$ cat src/rtl/uart_rx_deser_if.sv
// uart_rx_deser_if: received-character byte stream (valid/ready) carrying the
// character at the FIFO head together with its framing and parity flags.
interface uart_rx_deser_if;
    logic [7:0] m_data;
    logic       m_ferr;
    logic       m_perr;
    logic       m_valid;
    logic       m_ready;

    modport master (
        output m_data,
        output m_ferr,
        output m_perr,
        output m_valid,
        input  m_ready
    );

    modport slave (
        input  m_data,
        input  m_ferr,
        input  m_perr,
        input  m_valid,
        output m_ready
    );
endinterface

$ cat src/rtl/uart_rx_deser.sv
// uart_rx_deser: 16x oversampling UART receiver. Frames start + 8 data bits
// (LSB first) + optional parity + 1 stop bit, buffers characters in a small
// FIFO, presents them on a valid/ready stream and drives rts flow control.
// Optional feature macro: UART_RX_PARITY_EN (adds the parity bit and m_perr).
module uart_rx_deser #(
    parameter int DIV_W      = 16,
    parameter int FIFO_DEPTH = 4
) (
    input  logic             clk,
    input  logic             rst,
    input  logic [DIV_W-1:0] divisor,
    input  logic             parity_odd,
    input  logic             srx,
    output logic             rts,
    uart_rx_deser_if.master  m,
    output logic             overrun,
    input  logic             err_clr
);

    localparam int AW = $clog2(FIFO_DEPTH);
`ifdef UART_RX_PARITY_EN
    localparam int ENTRY_W = 10;
`else
    localparam int ENTRY_W = 9;
`endif
    localparam logic [AW-1:0] PTR_ONE    = AW'(1);
    localparam logic [AW:0]   CNT_ONE    = (AW+1)'(1);
    localparam logic [AW:0]   FULL_LEVEL = (AW+1)'(FIFO_DEPTH);
    localparam logic [AW:0]   RTS_LIMIT  = (AW+1)'(FIFO_DEPTH-1);

    typedef enum logic [2:0] {
        IDLE,
        START,
        DATA,
`ifdef UART_RX_PARITY_EN
        PARITY,
`endif
        STOP
    } state_t;

    state_t state_q, state_d;

    logic             sync1, sync2, line_prev;
    logic             fall;
    logic [DIV_W-1:0] div_q, div_eff, tick_cnt;
    logic             tick, sample_now;
    logic [3:0]       os;
    logic [2:0]       bit_cnt;
    logic [7:0]       shift_q;
    logic             push;
    logic             perr_bit;
    logic [ENTRY_W-1:0] entry, head;

    logic [ENTRY_W-1:0] mem [FIFO_DEPTH];
    logic [AW-1:0]      wr_ptr, rd_ptr;
    logic [AW:0]        count;
    logic               pop, full, wr_en;

    // Line is idle high, so the synchronizer and edge history reset to 1.
    always_ff @(posedge clk) begin
        if (rst) begin
            sync1     <= 1'b1;
            sync2     <= 1'b1;
            line_prev <= 1'b1;
        end else begin
            sync1     <= srx;
            sync2     <= sync1;
            line_prev <= sync2;
        end
    end

    assign fall       = line_prev & ~sync2;
    assign div_eff    = (divisor == '0) ? DIV_W'(1) : divisor;
    assign tick       = (state_q != IDLE) && (tick_cnt == (div_q - DIV_W'(1)));
    assign sample_now = tick && (os == 4'd7);

    // Frame state register.
    always_ff @(posedge clk) begin
        if (rst) begin
            state_q <= IDLE;
        end else begin
            state_q <= state_d;
        end
    end

    // Next-state decode; push fires on the stop-bit mid-sample.
    always_comb begin
        state_d = state_q;
        push    = 1'b0;
        case (state_q)
            IDLE: begin
                if (fall) begin
                    state_d = START;
                end
            end
            START: begin
                if (sample_now) begin
                    state_d = sync2 ? IDLE : DATA;
                end
            end
            DATA: begin
                if (sample_now && (bit_cnt == 3'd7)) begin
`ifdef UART_RX_PARITY_EN
                    state_d = PARITY;
`else
                    state_d = STOP;
`endif
                end
            end
`ifdef UART_RX_PARITY_EN
            PARITY: begin
                if (sample_now) begin
                    state_d = STOP;
                end
            end
`endif
            STOP: begin
                if (sample_now) begin
                    push    = 1'b1;
                    state_d = IDLE;
                end
            end
            default: state_d = IDLE;
        endcase
    end

    // Bit timing and data capture: divisor latched and counters cleared on the start edge.
    always_ff @(posedge clk) begin
        if (rst) begin
            tick_cnt <= '0;
            div_q    <= DIV_W'(1);
            os       <= 4'd0;
            bit_cnt  <= 3'd0;
            shift_q  <= 8'd0;
        end else if (state_q == IDLE) begin
            if (fall) begin
                tick_cnt <= '0;
                div_q    <= div_eff;
                os       <= 4'd0;
                bit_cnt  <= 3'd0;
            end
        end else begin
            if (tick) begin
                tick_cnt <= '0;
                os       <= os + 4'd1;
            end else begin
                tick_cnt <= tick_cnt + DIV_W'(1);
            end
            if (sample_now && (state_q == DATA)) begin
                shift_q <= {sync2, shift_q[7:1]};
                bit_cnt <= bit_cnt + 3'd1;
            end
        end
    end

`ifdef UART_RX_PARITY_EN
    logic perr_q;

    // Parity check: expected bit is the XOR of the data, inverted for odd parity.
    always_ff @(posedge clk) begin
        if (rst) begin
            perr_q <= 1'b0;
        end else if (sample_now && (state_q == PARITY)) begin
            perr_q <= sync2 ^ (^shift_q) ^ parity_odd;
        end
    end

    assign perr_bit = perr_q;
    assign entry    = {perr_bit, ~sync2, shift_q};
    assign m.m_perr = head[9];
`else
    logic unused_parity_odd;
    assign unused_parity_odd = parity_odd;
    assign perr_bit = 1'b0;
    assign entry    = {~sync2, shift_q};
    assign m.m_perr = perr_bit;
`endif

    assign pop   = m.m_valid && m.m_ready;
    assign full  = (count == FULL_LEVEL);
    assign wr_en = push && (!full || pop);
    assign head  = mem[rd_ptr];

    // Receive FIFO, sticky overrun (set beats clear) and registered rts.
    always_ff @(posedge clk) begin
        if (rst) begin
            for (int i = 0; i < FIFO_DEPTH; i++) begin
                mem[i] <= '0;
            end
            wr_ptr  <= '0;
            rd_ptr  <= '0;
            count   <= '0;
            overrun <= 1'b0;
            rts     <= 1'b0;
        end else begin
            if (wr_en) begin
                mem[wr_ptr] <= entry;
                wr_ptr      <= wr_ptr + PTR_ONE;
            end
            if (pop) begin
                rd_ptr <= rd_ptr + PTR_ONE;
            end
            case ({wr_en, pop})
                2'b10:   count <= count + CNT_ONE;
                2'b01:   count <= count - CNT_ONE;
                default: count <= count;
            endcase
            if (push && full && !pop) begin
                overrun <= 1'b1;
            end else if (err_clr) begin
                overrun <= 1'b0;
            end
            rts <= (count < RTS_LIMIT);
        end
    end

    assign m.m_valid = (count != '0);
    assign m.m_data  = head[7:0];
    assign m.m_ferr  = head[8];

endmodule
$ cat src/flat_wrapper.sv
// flat-port wrapper written by rule: the top's interface ports become plain ports
module uart_rx_deser_flat 
#(
    parameter int DIV_W      = 16,
    parameter int FIFO_DEPTH = 4
)
  (clk, rst, divisor, parity_odd, srx, rts, overrun, err_clr, m_m_data, m_m_ferr, m_m_perr, m_m_valid, m_m_ready);
  uart_rx_deser_if m_i ();
  input  logic clk;
  input  logic rst;
  input  logic [DIV_W-1:0] divisor;
  input  logic parity_odd;
  input  logic srx;
  output logic rts;
  output logic overrun;
  input  logic err_clr;
  output wire logic [$bits(m_i.m_data)-1:0] m_m_data;
  output wire logic [$bits(m_i.m_ferr)-1:0] m_m_ferr;
  output wire logic [$bits(m_i.m_perr)-1:0] m_m_perr;
  output wire logic [$bits(m_i.m_valid)-1:0] m_m_valid;
  input wire logic [$bits(m_i.m_ready)-1:0] m_m_ready;
  assign m_m_data = m_i.m_data;
  assign m_m_ferr = m_i.m_ferr;
  assign m_m_perr = m_i.m_perr;
  assign m_m_valid = m_i.m_valid;
  assign m_i.m_ready = m_m_ready;
  uart_rx_deser #(.DIV_W(DIV_W), .FIFO_DEPTH(FIFO_DEPTH)) u_core (.clk(clk), .rst(rst), .divisor(divisor), .parity_odd(parity_odd), .srx(srx), .rts(rts), .m(m_i), .overrun(overrun), .err_clr(err_clr));
endmodule
$ cat config.mk
export PLATFORM = sky130hd
export DESIGN_NAME = uart_rx_deser_flat
export DESIGN_NICKNAME = d
export VERILOG_FILES = /design/src/rtl/uart_rx_deser_if.sv /design/src/rtl/uart_rx_deser.sv /design/src/flat_wrapper.sv
export SDC_FILE = /design/constraint.sdc
export NUM_CORES = 1
export LEC_CHECK = 0
export BUFFER_PORTS_ARGS = -buffer_cell sky130_fd_sc_hd__buf_2
export CAP_MARGIN = 20
export CORE_MARGIN = 3
export CORE_UTILIZATION = 45
export DETAILED_ROUTE_END_ITERATION = 12
export PLACE_DENSITY = 0.71
export SKIP_CTS_REPAIR_TIMING = 1
export SYNTH_ARGS = -nofsm -noshare
export SYNTH_HDL_FRONTEND = slang
export SYNTH_SLANG_ARGS = --single-unit
$ cat constraint.sdc
create_clock -name clk -period 9.9 [get_ports clk]
set_clock_uncertainty 0.1 [all_clocks]
set_input_delay 1.485 -clock clk [delete_from_list [all_inputs] [get_ports clk]]
set_output_delay 1.485 -clock clk [all_outputs]
set_load 0.01 [all_outputs]
# ---- After elaboration in Yosys (flattened, before gate mapping)
# Memory sizes are Yosys's and may differ from the RTL's. A register that Yosys moved wholly into a read port is not among the register bits.
# Cells that the tools add are included.
# W data, S select, Z words.
dict set report totals {
  register_bits 62
  ram_bits 36
  out_inout_bits 13
  memories 1
  inputBits 22
}
dict set report classes {
  n_mux 31
  magnitude_cmp 1
  reduce_logical 25
  eq_ne 13
  addsub 8
  bitwise 3
}
# memory depth word_bits rd rd_ports_with_merged_regs wr line_no
set memory_table {}
lappend memory_table {u_core.mem 4 9 1 1 4 uart_rx_deser.sv:54} ;# logic [ENTRY_W-1:0] mem [FIFO_DEPTH];
# cell n
set op_table {}
lappend op_table {{$mux W16} 4}
lappend op_table {{$mux W3} 7}
lappend op_table {{$add A16 B1 Y16 const B} 1}
lappend op_table {{$eq A16 B16 Y1} 1}
lappend op_table {{$logic_not A16 Y1} 1}
lappend op_table {{$sub A16 B1 Y16 const B} 1}
lappend op_table {{$mux W4} 3}
lappend op_table {{$pmux W3 S4} 1}
lappend op_table {{$mux W1} 10}
lappend op_table {{$mux W9} 1}
lappend op_table {{$reduce_or A9 Y1} 1}
lappend op_table {{$logic_and A1 B1 Y1} 8}
lappend op_table {{$mux W2} 4}
lappend op_table {{$ne A2 B1 Y1 const B} 4}
lappend op_table {{$reduce_and A2 Y1} 4}
lappend op_table {{$reduce_bool A2 Y1} 4}
lappend op_table {{$add A3 B1 Y3 const B} 2}
lappend op_table {{$eq A3 B2 Y1 const B} 2}
lappend op_table {{$eq A3 B3 Y1 const B} 2}
lappend op_table {{$pmux W3 S2} 1}
lappend op_table {{$reduce_bool A3 Y1} 2}
lappend op_table {{$add A2 B1 Y2 const B} 2}
lappend op_table {{$add A4 B1 Y4 const B} 1}
lappend op_table {{$eq A4 B3 Y1 const B} 1}
lappend op_table {{other kinds (11)} 13}

# ---- Logic depth before layout (Yosys ltp)
dict set report logic_depth {
  word_depth 12
  ltp_mapped 13
}

# ---- Worst setup path after synthesis
# Ideal clock, no wire load.
dict set report synth_timing {
  kind {input to register}
  from {in m_m_ready}
  to {mem u_core.mem[1][0] (enable)}
  stages 7
  path_buffers 2
  arrival_ns 3.068
  required_time_ns 9.527
  setup_slack_ns 6.459
  cell_sequence {or4b_2 > nand3_1 > nor4_2 > buf_4 > and3b_1 > buf_4 > or2_2}
}
# item line_no
set synth_lines {}
lappend synth_lines {{start: declaration} flat_wrapper.sv:21} ;# input wire logic [$bits(m_i.m_ready)-1:0] m_m_ready;
lappend synth_lines {{end: declaration} uart_rx_deser.sv:54}

==> impl_results.md <==
- Outcome: finished, final reports clean
- Gate Count Post-Synth: 476
- Detailed Routing Iterations Pass 1: 4
- Switch Pwr: 0.1896 mW
- GRT overflow: 0
- CTS Sinks: 99
- Num CTS Buffers: 9
- Synth Area in Compound Gates: 0.1263
- Initial antenna violation count: 0
- Largest net degree at the start of global routing: 50
- RR Startpoint: u_core.div_q[4]
- Root Buffer: clkbuf_8
- Switching share of power: 0.2455
- RSZ-0062 raised after global routing: false
- Clock latency on the worst-skew pair: between 0.3 and 0.4 ns
- Cell area after placement: 5181 sq um
- Final hold slack: 0.3221 ns
- Leak: roughly 2.0 nW
- Crit start category: register
- Vias per cell: 5.639
- Main synth FF type: dfxtp_1
- Largest buffer count on any clock path: 2
- Adder-cell area share of the yosys netlist: 0.01670
- First-pass GRT wire length: 17540 um
- Die Wd: 110.8 um
- Final Hold Viols: 0
- Count of final setup violators: 0
- Vias in the first global route: 3552
- Die span in y: 110.8 um
- Drt drc: 0
- Combinational fraction of design power: 0.089
- Max-Slew Margin vs Limit: 0.3457
- Initial Utilization: 0.4705
- Synth warnings: 0
- Hpwl dp: approximately 7500 um
- DP Cell Count: about 630
- Power per cell area: 143.1 nW/um^2
- H-Tree Depth: 3
- Diode count: 0
- Mean Syn Cell Area: 10.39 sq um
- PortBufs: 32
- Tcrit/Tclk final: 0.4650
- Simple-gate share of the synthesized area: 0.2523
- Power share of the clock group: 0.344
- Filler cell count: 914
- RePlAce Congestion: around 0.90
- Crit path required time: approximately 9.8 ns
- Share of cells above drive strength 1: 0.1700
- FMAX: 0.2172 GHz
- VDD IR max: 0.08187 mV
- Setup crit start: u_core.div_q[4]
- Drt total wl: about 10000 um
- Post-route ant nets: 0
- Max Cap Violations: 0
- Boundary Pins: 35
- Area growth from synthesis to layout: 9.135%
- Fraction of registers with async set/reset: 0
- Num rows: 37
- Seq/Total Area, Yosys: 0.4737
- Critical path class: register to register
- CTS tree: yes
- Worst setup endpoint: u_core.mem[0][3]
- Mux contribution to synthesized area: 0.05364
- Internal power: about 0.58 mW
- Finished Layout Cells: 642
- R2R cell count: 8
- Yosys reg bits: 99
- Measured slew at the worst slew-check pin: approximately 1 ns
- Post-Syn Area: between 4000 and 5000 sq um
- Layout Nets: 529
- Arrival @ worst endpoint: 4.52 ns
- Tmin final: 4.603 ns
- Tightest Hold Check Type: register to register
- Post-Route Utilization: 0.5135
- Clock-pin slew on the worst setup and hold paths: 0.09 ns
- Crit path capture type: register
- Largest family of logic cells by synthesized area: simple AND/OR/NAND/NOR gates
- Pins over their slew limit: 0
- Via count: about 3600
- Full die area: 12280 sq um
- Core ar.: 10510 sq um
- Post-synth EDFFs: 36
- Final instance area: 5396 sq um
- DRT iter0 DRCs: a little under 200
- R2r setup slk: roughly 5.3 ns
- Synth unique cells: 69
- Syn_nets: ~500
- Crit path max fanout: 11
- TNS Setup: 0 ns
- DR WL/cell: ~16 um
- Seq pwr share: 0.567
- XOR/XNOR Fraction of Synth Area: 0.04782
- R2R Path End: u_core.mem[0][3]
- Total GRT Usage: 0.1741
[per-stage QoR]
stage,setup slack [ns],total power [mW]
after floorplan,6.459,0.4960
after global placement,5.365,0.5131
after detailed placement,5.251,0.5158
after CTS,5.239,0.7805
after global routing,4.961,0.8061
final,5.297,0.7725
[cells in the mapped netlist, drive strengths merged, types with 2 or more instances]
| cell type | count | area [sq um] |
|---|---|---|
| mux4 | 9 | 202.7 |
| nor4b | 2 | 17.52 |
| o21ai | 6 | 30.03 |
| or3 | 4 | 25.02 |
| dfxtp | 63 | 1261 |
| edfxtp | 36 | 1081 |
| o211ai | 3 | 22.52 |
| o211a | 2 | 20.02 |
| nor2b | 10 | 62.56 |
| a21o | 2 | 15.01 |
| mux2 | 2 | 22.52 |
| xor2 | 8 | 70.07 |
| nand3 | 17 | 85.08 |
| o21bai | 2 | 15.01 |
| nor3b | 6 | 56.31 |
| and3 | 13 | 81.33 |
| and3b | 2 | 17.52 |
| ha | 5 | 62.56 |
| o22ai | 3 | 18.77 |
| or2 | 7 | 43.80 |
| nand2 | 34 | 127.6 |
| a21oi | 31 | 185.2 |
| buf | 7 | 56.30 |
| or4 | 2 | 18.77 |
| nor4 | 13 | 132.6 |
| a31oi | 10 | 62.56 |
| mux2i | 4 | 40.04 |
| xnor2 | 19 | 166.4 |
| o31ai | 2 | 15.01 |
| nand2b | 13 | 81.33 |
| nand4b | 3 | 32.53 |
| clkbuf | 14 | 52.55 |
| nor3 | 16 | 90.09 |
| nor2 | 25 | 93.84 |
| and2 | 34 | 212.7 |
| inv | 9 | 33.78 |
| a211o | 2 | 17.52 |
| nand4 | 4 | 25.02 |
| a22o | 12 | 105.1 |
[critical path, cell delays in order, from the launching register on]
cell and delay, ns:
dfxtp_1 0.38, nor3_2 0.46, nand2_1 0.20, or3_1 0.33
a2111oi_1 0.64, nand4b_2 0.32, nor4_2 0.83, nor3b_4 0.51
or2_1 0.47
[per-layer routing]
metal	GRT usage	part of all wire	vias to the layer above
met4	0.06322	0.017	0
met5	0	0	-
met3	0.03493	0.037	14
li1	-	-	1794
met2	0.2892	0.47	69
met1	0.2252	0.47	1743
[how the worst min path moves through the flow]
stage,startpoint,to,slack [ns],cells past startpoint
2_1_floorplan,u_core.sync1,u_core.sync2,0.29,1
3_3_place_gp,u_core.sync1,u_core.sync2,0.31,1
3_5_place_dp,u_core.sync1,u_core.sync2,0.30,1
4_1_cts,u_core.sync1,u_core.sync2,0.33,1
5_1_grt,u_core.sync1,u_core.sync2,0.35,1
6_report,u_core.sync1,u_core.sync2,0.32,1
[flip-flops by register name, indices dropped and copies added (netlist names), named ones only]
name,cells
u_core.line_prev,1
u_core.sync2,1
u_core.rd_ptr,2
u_core.os,4
u_core.rts,1
u_core.overrun,1
u_core.bit_cnt,3
u_core.shift_q,8
u_core.div_q,16
u_core.tick_cnt,16
u_core.count,3
u_core.sync1,1
u_core.mem,36
u_core.wr_ptr,2
u_core.state_q,2
[power by group through the flow]
stage / Sequential [mW] / Clock [mW] / Combinational [mW]
after floorplan: 0.444 / 0 / 0.0515
after global placement: 0.446 / 0 / 0.0669
after detailed placement: 0.447 / 0 / 0.0686
after CTS: 0.438 / 0.274 / 0.0688
after global routing: 0.439 / 0.291 / 0.0759
final: 0.438 / 0.266 / 0.0690
[cell type report]
class,instances,area (sq um),area share
timing repair buffer,35,188.9,0.03501
clock inverter,5,60.06,0.01113
inverter,9,33.78,0.006260
tap,136,170.2,0.03153
clock buffer,11,141.4,0.02620
multi-input combinational,347,2460,0.4558
sequential,99,2342,0.4340
[cell usage in the layout, fill, tap and decap left out, types with 11 or more instances in the layout]
master	n
a21oi_1	23
a22o_1	12
nand2_1	34
and3_1	13
nor2_1	25
clkbuf_8	11
and2_1	34
buf_2	32
nand2b_1	13
nand3_1	17
dfxtp_1	63
nor3_1	14
edfxtp_1	36
xnor2_1	19
[kinds of logic after synthesis]
group                    after synthesis
AO/OA/AOI/OAI                         88
AND/OR/NAND/NOR                      210
flip-flops                            99
other                                  1
multiplexers                          15
adder cells (fa/ha/maj)                6
buffers and inverters                 30
XOR/XNOR                              27
(Power assumes the default switching activity.)
